[src/rtl/fifo_uart_tx.sv]
// Purpose: drains a 16x8 synchronous FIFO and serializes each byte as an async UART frame
//          (start, 8 data bits LSB first, optional even/odd parity, 1 or 2 stop bits).
// Latency: txd falls 2 cycles after the edge that samples en=1/Fempty=0; the frame then runs
//          (10+P+S-1)*CLKS_PER_BIT cycles, and back-to-back frames are separated by exactly 2 idle-high cycles.
// Backpressure: pops only when enabled and the FIFO reports non-empty; one Ren pulse per frame;
//          clearing en only stops the next fetch and never cuts a frame short.
// Ports:
//   ck     - clock, all state changes on posedge
//   rst    - synchronous active-low reset
//   en     - permits starting a new fetch
//   Fempty - registered FIFO empty flag
//   Dout   - FIFO read data, valid from the posedge after a sampled Ren
//   Ren    - registered one-cycle FIFO read strobe
//   txd    - registered serial output, idles high
//   busy   - high in every state except IDLE
//   done   - one-cycle pulse at the end of each frame's last stop bit
module fifo_uart_tx #(
   parameter int CLKS_PER_BIT = 16,
   parameter int PARITY       = 0,
   parameter int STOP_BITS    = 1
) (
   input  logic       ck,
   input  logic       rst,
   input  logic       en,
   input  logic       Fempty,
   input  logic [7:0] Dout,
   output logic       Ren,
   output logic       txd,
   output logic       busy,
   output logic       done
);

   typedef enum logic [2:0] {
      ST_IDLE,
      ST_FETCH,
      ST_LATCH,
      ST_START,
      ST_DATA,
      ST_PARITY,
      ST_STOP
   } state_t;

   localparam logic [15:0] TMAX      = 16'(CLKS_PER_BIT - 1);
   localparam logic [2:0]  STOP_LAST = 3'(STOP_BITS - 1);
   localparam bit          PAR_EN    = (PARITY != 0);
   localparam bit          PAR_ODD   = (PARITY == 2);

   state_t      state, state_nxt;
   logic [15:0] timer, timer_nxt;
   logic [2:0]  idx, idx_nxt;
   logic [7:0]  shreg, shreg_nxt;
   logic        par_acc, par_acc_nxt;
   logic        txd_nxt, ren_nxt, busy_nxt, done_nxt;
   logic        bit_end;

   always_ff @(posedge ck) begin
      if (!rst) begin
         state   <= ST_IDLE;
         timer   <= '0;
         idx     <= '0;
         shreg   <= '0;
         par_acc <= 1'b0;
         txd     <= 1'b1;
         Ren     <= 1'b0;
         busy    <= 1'b0;
         done    <= 1'b0;
      end else begin
         state   <= state_nxt;
         timer   <= timer_nxt;
         idx     <= idx_nxt;
         shreg   <= shreg_nxt;
         par_acc <= par_acc_nxt;
         txd     <= txd_nxt;
         Ren     <= ren_nxt;
         busy    <= busy_nxt;
         done    <= done_nxt;
      end
   end

   always_comb begin
      state_nxt   = state;
      timer_nxt   = timer;
      idx_nxt     = idx;
      shreg_nxt   = shreg;
      par_acc_nxt = par_acc;
      txd_nxt     = txd;
      ren_nxt     = 1'b0;
      done_nxt    = 1'b0;
      bit_end     = (timer == TMAX);

      case (state)
         ST_IDLE: begin
            txd_nxt = 1'b1;
            if (en && !Fempty) begin
               state_nxt = ST_FETCH;
               ren_nxt   = 1'b1;
            end
         end

         // FIFO pops at the edge leaving this state.
         ST_FETCH: begin
            state_nxt = ST_LATCH;
         end

         // Dout has settled by the end of this cycle.
         ST_LATCH: begin
            shreg_nxt   = Dout;
            par_acc_nxt = ^Dout;
            txd_nxt     = 1'b0;
            timer_nxt   = '0;
            state_nxt   = ST_START;
         end

         ST_START: begin
            if (bit_end) begin
               timer_nxt = '0;
               idx_nxt   = '0;
               txd_nxt   = shreg[0];
               shreg_nxt = shreg >> 1;
               state_nxt = ST_DATA;
            end else begin
               timer_nxt = timer + 16'd1;
            end
         end

         // shreg[0] always holds the next data bit to drive.
         ST_DATA: begin
            if (bit_end) begin
               timer_nxt = '0;
               if (idx == 3'd7) begin
                  idx_nxt = '0;
                  if (PAR_EN) begin
                     txd_nxt   = par_acc ^ PAR_ODD;
                     state_nxt = ST_PARITY;
                  end else begin
                     txd_nxt   = 1'b1;
                     state_nxt = ST_STOP;
                  end
               end else begin
                  idx_nxt   = idx + 3'd1;
                  txd_nxt   = shreg[0];
                  shreg_nxt = shreg >> 1;
               end
            end else begin
               timer_nxt = timer + 16'd1;
            end
         end

         ST_PARITY: begin
            if (bit_end) begin
               timer_nxt = '0;
               idx_nxt   = '0;
               txd_nxt   = 1'b1;
               state_nxt = ST_STOP;
            end else begin
               timer_nxt = timer + 16'd1;
            end
         end

         // idx counts stop bits; txd stays high into FETCH/LATCH of a following frame.
         ST_STOP: begin
            if (bit_end) begin
               timer_nxt = '0;
               if (idx == STOP_LAST) begin
                  idx_nxt  = '0;
                  done_nxt = 1'b1;
                  if (en && !Fempty) begin
                     state_nxt = ST_FETCH;
                     ren_nxt   = 1'b1;
                  end else begin
                     state_nxt = ST_IDLE;
                  end
               end else begin
                  idx_nxt = idx + 3'd1;
               end
            end else begin
               timer_nxt = timer + 16'd1;
            end
         end

         default: begin
            state_nxt = ST_IDLE;
            txd_nxt   = 1'b1;
         end
      endcase

      busy_nxt = (state_nxt != ST_IDLE);
   end

endmodule

[config.mk]
export PLATFORM = sky130hd
export DESIGN_NAME = fifo_uart_tx
export DESIGN_NICKNAME = d
export VERILOG_FILES = /design/src/rtl/fifo_uart_tx.sv
export SDC_FILE = /design/constraint.sdc
export NUM_CORES = 1
export LEC_CHECK = 0
export BUFFER_PORTS_ARGS = -buffer_cell sky130_fd_sc_hd__buf_4
export CORE_AREA = 3 3 59 83
export CTS_BUF_LIST = sky130_fd_sc_hd__clkbuf_2 sky130_fd_sc_hd__clkbuf_4 sky130_fd_sc_hd__clkbuf_8
export CTS_CLUSTER_SIZE = 30
export DETAILED_ROUTE_END_ITERATION = 10
export DIE_AREA = 0 0 62 86
export PLACE_DENSITY = 0.62
export SYNTH_ARGS = -nofsm -noshare
export SYNTH_HDL_FRONTEND = slang
export SYNTH_SLANG_ARGS = --single-unit
export TNS_END_PERCENT = 5
[constraint.sdc]
create_clock -name ck -period 2.17 [get_ports ck]
set_input_delay 0.1085 -clock ck [delete_from_list [all_inputs] [get_ports ck]]
set_output_delay 0.1085 -clock ck [all_outputs]
set_load 0.02 [all_outputs]
==> results of run 1 <==
[tightest hold or removal path: cells and delay by family]
| family | cells | cell delay (ns) |
|---|---|---|
| buf+inv | 1 | 0.08 |
| simple gates | 1 | 0.05 |
| compound gates | 1 | 0.11 |
[registers in the layout (all words and copies together), names as in the netlist]
| register | cells |
|---|---|
| timer | 16 |
| shreg | 8 |
| idx | 3 |
| state | 3 |
| Ren | 1 |
| busy | 1 |
| done | 1 |
| txd | 1 |
[metrics by stage]
stage,utilization (%),power [mW],cells,setup WS [ns]
after floorplan,-,0.914,227,0.315
after global placement,51.5,0.999,300,0.175
after detailed placement,51.5,1.00,300,0.149
after CTS,54.2,1.60,308,0.130
after global routing,54.3,1.66,308,0.0196
final,54.3,1.59,308,0.121
[cells by family (layout without fill, tap and decap cells)]
logic type                 count (synthesis)  after routing  share of synthesized area, %
and+or+nand+nor                           86             86                          26.1
xor gates and xnor gates                   3              3                          1.33
adders and majority gates                  4              4                          2.53
buffers and inverters                     22             43                          5.44
AOI/OAI and AO/OA                         70             70                          25.9
muxes                                      8              8                          4.30
DFF                                       34             34                          34.4
[metal layers]
metal,vias up,global-route usage (%)
met3,14,4.82
met4,0,10.4
met1,843,21.9
met2,38,29.5
met5,-,0
li1,900,-
[Yosys cell counts, drive strengths merged]
master / number
clkinv: 1
o21ai: 18
or3: 4
o22ai: 2
o32ai: 1
nand3b: 4
nor4: 4
ha: 4
nand3: 6
a211oi: 2
nand4: 3
o211a: 1
o221a: 2
nor2b: 2
a21oi: 12
nand4b: 2
o211ai: 1
xor2: 1
o31a: 1
dfxtp: 34
a31oi: 3
mux2i: 7
and2: 2
o311a: 8
a2111oi: 1
a2111o: 1
inv: 6
a211o: 1
nand2b: 3
buf: 9
o22a: 1
a311oi: 6
xnor2: 2
a22oi: 3
a31o: 1
mux2: 1
nor3: 15
nor3b: 3
a41oi: 2
o21a: 3
nor2: 14
nand2: 20
clkbuf: 6
and4: 1
and3: 3
[timing repair]
action,4_1_cts,5_1_grt
gates resized for setup,0,2
hold buffers,0,0
setup endpoints to repair,0,1
[layout make-up]
type	instances	area [um2]	area share (%)
multi-input combinational	171	1200	52.0
sequential	34	681	29.6
timing repair buffer	28	210	9.13
clock buffer	7	83.8	3.64
tap	60	75.1	3.26
clock inverter	1	30.0	1.30
inverter	7	26.3	1.14
[final timing paths]
kind / start / endpoint / slack (ns)
worst max register to register: timer[0] / busy / 0.12
worst max-delay path: timer[0] / busy / 0.12
worst min register to register: txd / txd / 0.47
worst min-delay path: Fempty / Ren / 0.11
[power groups by stage]
| stage | logic (mW) | registers [mW] | clock network (mW) |
|---|---|---|---|
| floorplan | 0.204 | 0.709 | 0 |
| global placement | 0.299 | 0.700 | 0 |
| detailed placement | 0.301 | 0.701 | 0 |
| CTS | 0.302 | 0.687 | 0.611 |
| global route | 0.331 | 0.692 | 0.638 |
| finish | 0.301 | 0.687 | 0.598 |
==> flow_metrics.py, run 1 <==
metrics = {
    "setup_path": {
        "cp_data_required_time_ns": 2.39,
        "slowest_delay_ns": 0.40,
        "critPathBufInv": 0,
        "cp_max_fo": 17,
        "arrival_ns": 2.27,
        "cp_top_family": "simple AND/OR/NAND/NOR gates",
        "cp_cell_sequence": "ha_2 > and3_1 > and4_4 > mux2_4 > a211o_1 > a31oi_1",
        "crit_path_end_kind": "register",
        "cp_num_cells": 6,
        "crit_slowest_cell": "dfxtp_1",
        "worstSetupPathType": "reg2reg",
        "crit_path_start_kind": "register",
        "r2r_cells": 6,
    },
    "place": {
        "hpwlAfterDp_um": 3190,
        "placed_area_um2": 2180,
        "numPortBuffers": 15,
        "routabilityCongestion": 0.864,
    },
    "clock_tree": {
        "clkTransAtPathRegs_ns": 0.07,
        "cts_tree": "yes",
        "cts.htree.levels": 2,
        "postCtsSetupRepairBufs": 0,
        "clock_path_buffers": 2,
        "cts-root-buf": "clkbuf_8",
        "cts.sinks": 34,
        "cts_buffers": 5,
        "clk-insertion-delay-late_ns": 0.29,
    },
    "routing": {
        "viasPerCell": 5.83,
        "wl_per_cell_um": 14.9,
        "via_count": 1795,
        "dr.pass1.iters": 4,
        "wl_met1_um": 1980,
        "drcViolationCount": 0,
        "finalWirelength_um": 4590,
        "drt_first_iter_violations": 118,
        "wl_met2_um": 2270,
        "ant_nets": 0,
        "wl_met3_um": 189,
        "top_layer": "met4",
    },
    "timing": {
        "setup_tns_ns": 0,
        "period_share_pct": 94.4,
        "hold_viol": 0,
        "report.final.slew_viol_count": 0,
        "max_freq_mhz": 488,
        "whs_ns": 0.107,
        "setup_viol": 0,
        "skew_ns": 0.00802,
        "worst_slew_pin_slew_ns": 0.708,
        "rsz0062_at_grt": "no",
        "relSlewSlack_pct": 52.5,
        "period_minus_slack_ns": 2.05,
    },
    "grt": {
        "grt_max_degree": 20,
        "antenna_found_initial": 0,
        "grt_usage_pct": 18.6,
        "grt_overflow_total": 0,
        "grt_pass1_wl_um": 7470,
        "grt_pass1_vias": 1667,
    },
    "yosys": {
        "avgSynthCellArea_um2": 8.72,
        "seq_area_frac_synth_pct": 34.4,
        "ys_types": 53,
        "synth_top_cell_area_share_pct": 34.4,
        "syn_inst": 227,
        "yosysWarnings": 0,
        "syn_area_um2": 1980,
        "synth_nets": 243,
        "synth_area_leaders": "dfxtp_1 34%, o311a_1 4.0%, nand2_1 3.8%",
        "ys_ff_latch": 34,
        "yosys.area.top_type": "dfxtp_1",
    },
    "floorplanning": {
        "die_area_um2": 5330,
        "rows": 28,
        "io_pins": 16,
        "die_width_um": 62,
        "start_util_pct": 46.7,
        "die_h_um": 86,
        "core_area_um2": 4240,
    },
    "pwr": {
        "combPwrFrac_pct": 19.0,
        "p_clk_share_pct": 37.7,
        "peakVddDrop_v": 0.000406,
        "p_int_mw": 1.16,
        "seqPwrFrac_pct": 43.3,
        "switching_share_pct": 26.6,
        "power_switching_uw": 422,
        "power.density_nw_per_um2": 689,
        "p_leak_nw": 0.868,
    },
    "flow_run": {
        "cap_violations": 0,
    },
    "layout": {
        "n_antenna_cell": 0,
        "n_fill_cell": 404,
        "area_delta_synth_final_pct": 16.3,
        "mostFrequentLayoutCell": "dfxtp_1",
        "nNetsFinal": 263,
        "final_cell_mix": "34 x dfxtp_1, 28 x buf_4, 20 x nand2_1, 14 x nor3_1, 13 x nor2_1",
        "drive_gt1_share_pct": 20.2,
        "fin_area_um2": 2300,
    },
    "worst_hold_path": {
        "hold_depth": 3,
        "hp-class": "in2reg",
    },
    "status": {
        "status": "finished, final reports clean",
    },
}
No activity file was read; power rests on OpenSTA's default activity.
==> run 2, diff against run 1 <==
CORE_AREA = 2 2 58 82   (was 3 3 59 83)
DIE_AREA = 0 0 60 84   (was 0 0 62 86)
PLACE_DENSITY = unset   (was 0.62)
==> flow_metrics.py, run 2 (synthesized netlist as in run 1, its figures left out) <==
metrics = {
    "status": {
        "status": "finished, final reports clean",
    },
    "clock_tree": {
        "clock_path_buffers": 2,
        "post_cts_resized": 0,
        "cts.htree.levels": 2,
        "cts_hold_repair.buffers": 0,
        "postCtsSetupRepairBufs": 0,
        "cts.sinks": 34,
        "cts-root-buf": "clkbuf_8",
        "cts_tree": "yes",
        "clk-insertion-delay-late_ns": 0.29,
        "clkTransAtPathRegs_ns": 0.07,
        "cts_buffers": 5,
    },
    "setup_path": {
        "cp_top_family": "simple AND/OR/NAND/NOR gates",
        "crit_path_start_kind": "register",
        "critPathBufInv": 0,
        "worstSetupPathType": "reg2reg",
        "cp_data_required_time_ns": 2.39,
        "cp_max_fo": 13,
        "slowest_delay_ns": 0.39,
        "arrival_ns": 2.20,
        "crit_slowest_cell": "dfxtp_1",
        "crit_path_end_kind": "register",
        "cp_cell_sequence": "ha_1 > and3_1 > and4_4 > mux2_4 > a211o_1 > a31oi_1",
    },
    "timing": {
        "max_freq_mhz": 504,
        "relSlewSlack_pct": 55.8,
        "worst_slew_pin_slew_ns": 0.659,
        "period_minus_slack_ns": 1.99,
        "setup_ws_ns": 0.185,
        "skew_ns": 0.00555,
        "setup_viol": 0,
        "rsz0062_at_grt": "no",
        "setup_tns_ns": 0,
        "whs_ns": 0.120,
        "hold_viol": 0,
        "report.final.slew_viol_count": 0,
        "period_share_pct": 91.5,
    },
    "floorplanning": {
        "core_area_um2": 4390,
        "rows": 29,
        "io_pins": 16,
        "die_h_um": 84,
        "start_util_pct": 45.1,
        "die_area_um2": 5040,
        "die_width_um": 60,
    },
    "pwr": {
        "p_leak_nw": 0.881,
        "seqPwrFrac_pct": 44.9,
        "power.density_nw_per_um2": 663,
        "power_switching_uw": 418,
        "combPwrFrac_pct": 19.2,
        "p_clk_share_pct": 35.9,
        "switching_share_pct": 27.3,
        "peakVddDrop_v": 0.000289,
        "p_int_mw": 1.11,
    },
    "layout": {
        "final_cell_mix": "34 x dfxtp_1, 30 x buf_4, 20 x nand2_1, 14 x nor2_1, 14 x nor3_1",
        "area_delta_synth_final_pct": 16.8,
        "largest_reg_flops": 16,
        "mostFrequentLayoutCell": "dfxtp_1",
        "largest_registers": "timer: 16 flops, shreg: 8 flops",
        "largest-register": "timer",
        "drive_gt1_share_pct": 20.0,
        "nNetsFinal": 265,
        "n_antenna_cell": 0,
    },
    "grt": {
        "grt_overflow_total": 0,
        "antenna_found_initial": 0,
        "grt_usage_pct": 19.7,
        "grt_pass1_wl_um": 7730,
        "grt_pass1_vias": 1689,
        "grt_max_degree": 20,
    },
    "routing": {
        "finalWirelength_um": 4450,
        "ant_nets": 0,
        "via_count": 1777,
        "dr.pass1.iters": 4,
        "wl_per_cell_um": 14.3,
        "drt_first_iter_violations": 83,
        "viasPerCell": 5.70,
        "drcViolationCount": 0,
    },
    "place": {
        "pre_cts_slack_ns": 0.152,
        "hpwlAfterDp_um": 3140,
        "routabilityCongestion": 0.839,
        "numPortBuffers": 15,
    },
    "worst_hold_path": {
        "hp-class": "in2reg",
    },
    "flow_run": {
        "cap_violations": 0,
    },
}
[run 2: worst reg2reg max path, stage by stage, from the launching register on]
cell and delay (ns):
dfxtp_1 0.39, ha_1 0.22, and3_1 0.23, and4_4 0.34, mux2_4 0.31, a211o_1 0.30
a31oi_1 0.13
[run 2: power groups by stage]
| stage | combinational [mW] | clock [mW] | sequential, mW |
|---|---|---|---|
| finish | 0.295 | 0.549 | 0.688 |
| global route | 0.327 | 0.599 | 0.692 |
| CTS | 0.297 | 0.572 | 0.688 |
| detailed placement | 0.296 | 0 | 0.702 |
| global placement | 0.297 | 0 | 0.701 |
| floorplan | 0.204 | 0 | 0.709 |
[run 2: worst paths after layout]
kind | startpoint | end | slack, ns | cells past startpoint
max | timer[0] | busy | 0.18 | 6
min reg2reg | idx[0] | idx[0] | 0.47 | 2
min | Fempty | Ren | 0.12 | 3
max reg2reg | timer[0] | busy | 0.18 | 6
[run 2: cell type report]
| cell class | count | area [um2] |
|---|---|---|
| inverter | 7 | 26.3 |
| sequential | 34 | 681 |
| tap | 62 | 77.6 |
| clock buffer | 8 | 110 |
| timing repair buffer | 30 | 225 |
| fill | 415 | 2080 |
| multi-input combinational | 171 | 1190 |
[run 2: layer usage]
layer	vias up	track usage, %	wire length [um]
li1	901	-	-
met1	834	25.4	2040
met2	34	31.0	2180
met3	8	3.41	138
met4	0	9.09	90
met5	-	0	0
[run 2: per-stage QoR]
stage / utilization, % / total power, mW / area [um2] / std cells
floorplan: - / 0.914 / 1980 / 227
global placement: 49.8 / 0.998 / 2190 / 302
CTS: 52.3 / 1.56 / 2300 / 310
global route: 52.6 / 1.62 / 2310 / 312
detailed placement: 49.8 / 0.998 / 2190 / 302
finish: 52.6 / 1.53 / 2310 / 312
==> run 3, diff against run 2 <==
GPL_TIMING_DRIVEN = 0   (was unset)
REMOVE_ABC_BUFFERS = 1   (was unset)
==> flow_metrics.py, run 3 (synthesized netlist as in run 1, its figures left out) <==
metrics = {
    "layout": {
        "seq_area_um2": 686,
        "drive_gt1_share_pct": 18.3,
        "largest_registers": "timer: 16 flops, shreg: 8 flops",
        "n_fill_cell": 438,
        "n_antenna_cell": 0,
        "largest-register": "timer",
        "mostFrequentLayoutCell": "dfxtp_1",
        "multiInputGateArea_um2": 1220,
        "nNetsFinal": 250,
        "fin_area_um2": 2240,
        "final_cell_mix": "30 x dfxtp_1, 20 x nand2_1, 15 x buf_4, 14 x nor3_1, 13 x nor2_1",
        "area_delta_synth_final_pct": 13.1,
        "final_core_utilization_pct": 51.0,
        "largest_reg_flops": 16,
    },
    "setup_path": {
        "crit_path_end_kind": "register",
        "critPathBufInv": 0,
        "cp_max_fo": 17,
        "timing.rr.end": "busy",
        "slowest_delay_ns": 0.44,
        "cp_top_family": "simple AND/OR/NAND/NOR gates",
        "arrival_ns": 2.28,
        "crit_path_start_kind": "register",
        "r2r_cells": 5,
        "cp_cell_sequence": "nor4_4 > and4_4 > mux2_4 > a211o_1 > a31oi_1",
        "timing.rr.start": "timer[4]",
        "rrSetupSlack_ns": 0.11,
        "crit_slowest_cell": "and4_4",
        "worstSetupPathType": "reg2reg",
        "cp_data_required_time_ns": 2.38,
    },
    "worst_hold_path": {
        "hp-class": "in2reg",
        "hold-path-endpoint": "Ren",
        "hold_depth": 3,
        "hold_start": "Fempty",
    },
    "timing": {
        "skew_ns": 0.00771,
        "max_freq_mhz": 485,
        "setup_ws_ns": 0.107,
        "period_minus_slack_ns": 2.06,
        "worst_slew_pin_slew_ns": 0.644,
        "relSlewSlack_pct": 56.8,
        "setup_viol": 0,
        "whs_ns": 0.138,
        "hold_viol": 0,
        "period_share_pct": 95.1,
        "rsz0062_at_grt": "yes",
        "report.final.slew_viol_count": 0,
    },
    "clock_tree": {
        "post_cts_resized": 5,
        "cts.sinks": 34,
        "cts-root-buf": "clkbuf_8",
        "clkTransAtPathRegs_ns": 0.07,
        "clk-insertion-delay-late_ns": 0.29,
        "cts_buffers": 5,
        "cts_tree": "yes",
        "postCtsSetupRepairBufs": 0,
        "clock_path_buffers": 2,
        "cts_hold_repair.buffers": 0,
        "cts.htree.levels": 2,
    },
    "floorplanning": {
        "die_area_um2": 5040,
        "die_width_um": 60,
        "core_area_um2": 4390,
        "die_h_um": 84,
        "io_pins": 16,
        "rows": 29,
        "start_util_pct": 45.1,
    },
    "grt": {
        "use_met3_pct": 3.72,
        "grt_overflow_total": 0,
        "grt_usage_pct": 20.0,
        "grt_max_degree": 21,
        "use_met2_pct": 35.4,
        "antenna_found_initial": 0,
        "met1_usage_pct": 23.3,
        "grt.busiest_layer": "met2",
        "grt_pass1_wl_um": 7800,
        "grt_pass1_vias": 1680,
    },
    "pwr": {
        "peakVddDrop_v": 0.000445,
        "p_int_mw": 1.15,
        "power_switching_uw": 418,
        "seqPwrFrac_pct": 46.1,
        "combPwrFrac_pct": 15.8,
        "switching_share_pct": 26.6,
        "p_clk_share_pct": 38.1,
        "power.density_nw_per_um2": 700,
        "p_leak_nw": 0.814,
        "finalPower_mw": 1.57,
    },
    "flow_run": {
        "cap_violations": 0,
    },
    "place": {
        "pre_cts_slack_ns": -0.403,
        "hpwlAfterDp_um": 3080,
        "placed_area_um2": 2090,
        "numPortBuffers": 15,
        "routabilityCongestion": 0.798,
    },
    "status": {
        "status": "finished, final reports clean",
    },
    "routing": {
        "via_count": 1725,
        "drt_first_iter_violations": 81,
        "dr.pass1.iters": 4,
        "drcViolationCount": 0,
        "wl_per_cell_um": 14.8,
        "ant_nets": 0,
        "finalWirelength_um": 4410,
        "viasPerCell": 5.81,
    },
}
==> run 3: changes by cell type in the layout (fill, tap and decap cells not counted), sizes merged <==
cell and change:
bufinv +1, buf -15, clkbuf -1
==> run 3: worst min-delay path, delay by kind of cell <==
kind	cells	cell delay, ns
simple gates	1	0.05
compound gates	1	0.12
buf+inv	1	0.08
==> run 3: stage by stage <==
step	setup TNS, ns	std cells
final	0	297
after floorplan	0	212
after CTS	0	297
after detailed placement	-3.65	289
after global routing	-0.0100	297
after global placement	-4.24	289
==> run 3: worst max path at each step <==
| stage | slack, ns | startpoint | cells past startpoint | to |
|---|---|---|---|---|
| final | 0.11 | timer[4] | 5 | busy |
| after global routing | -0.01 | timer[4] | 5 | shreg[7] |
| after CTS | 0.09 | idx[0] | 6 | shreg[7] |
| after detailed placement | -0.40 | state[1] | 5 | timer[14] |
| after global placement | -0.44 | state[1] | 5 | timer[14] |
| after floorplan | 0.20 | state[1] | 5 | timer[14] |
==> run 3: cell type report <==
cell class                 instances  area share, %
clock buffer                       7           3.74
inverter                           7           1.17
multi-input combinational        171           54.6
clock inverter                     1           1.34
tap                               62           3.46
sequential                        34           30.6
timing repair buffer              15           5.03
==> run 3: per-layer routing <==
layer / wire length (um) / vias to the layer above
met5: 0 / -
met4: 62 / 0
met3: 106 / 5
met2: 2310 / 22
met1: 1930 / 827
li1: - / 871
==> run 3: power groups by stage <==
stage          sequential (mW)  combinational (mW)  clock, mW
2_1_floorplan            0.733               0.159          0
3_3_place_gp             0.733               0.245          0
3_5_place_dp             0.733               0.244          0
4_1_cts                  0.721               0.246      0.615
5_1_grt                  0.732               0.280      0.648
6_report                 0.722               0.248      0.598
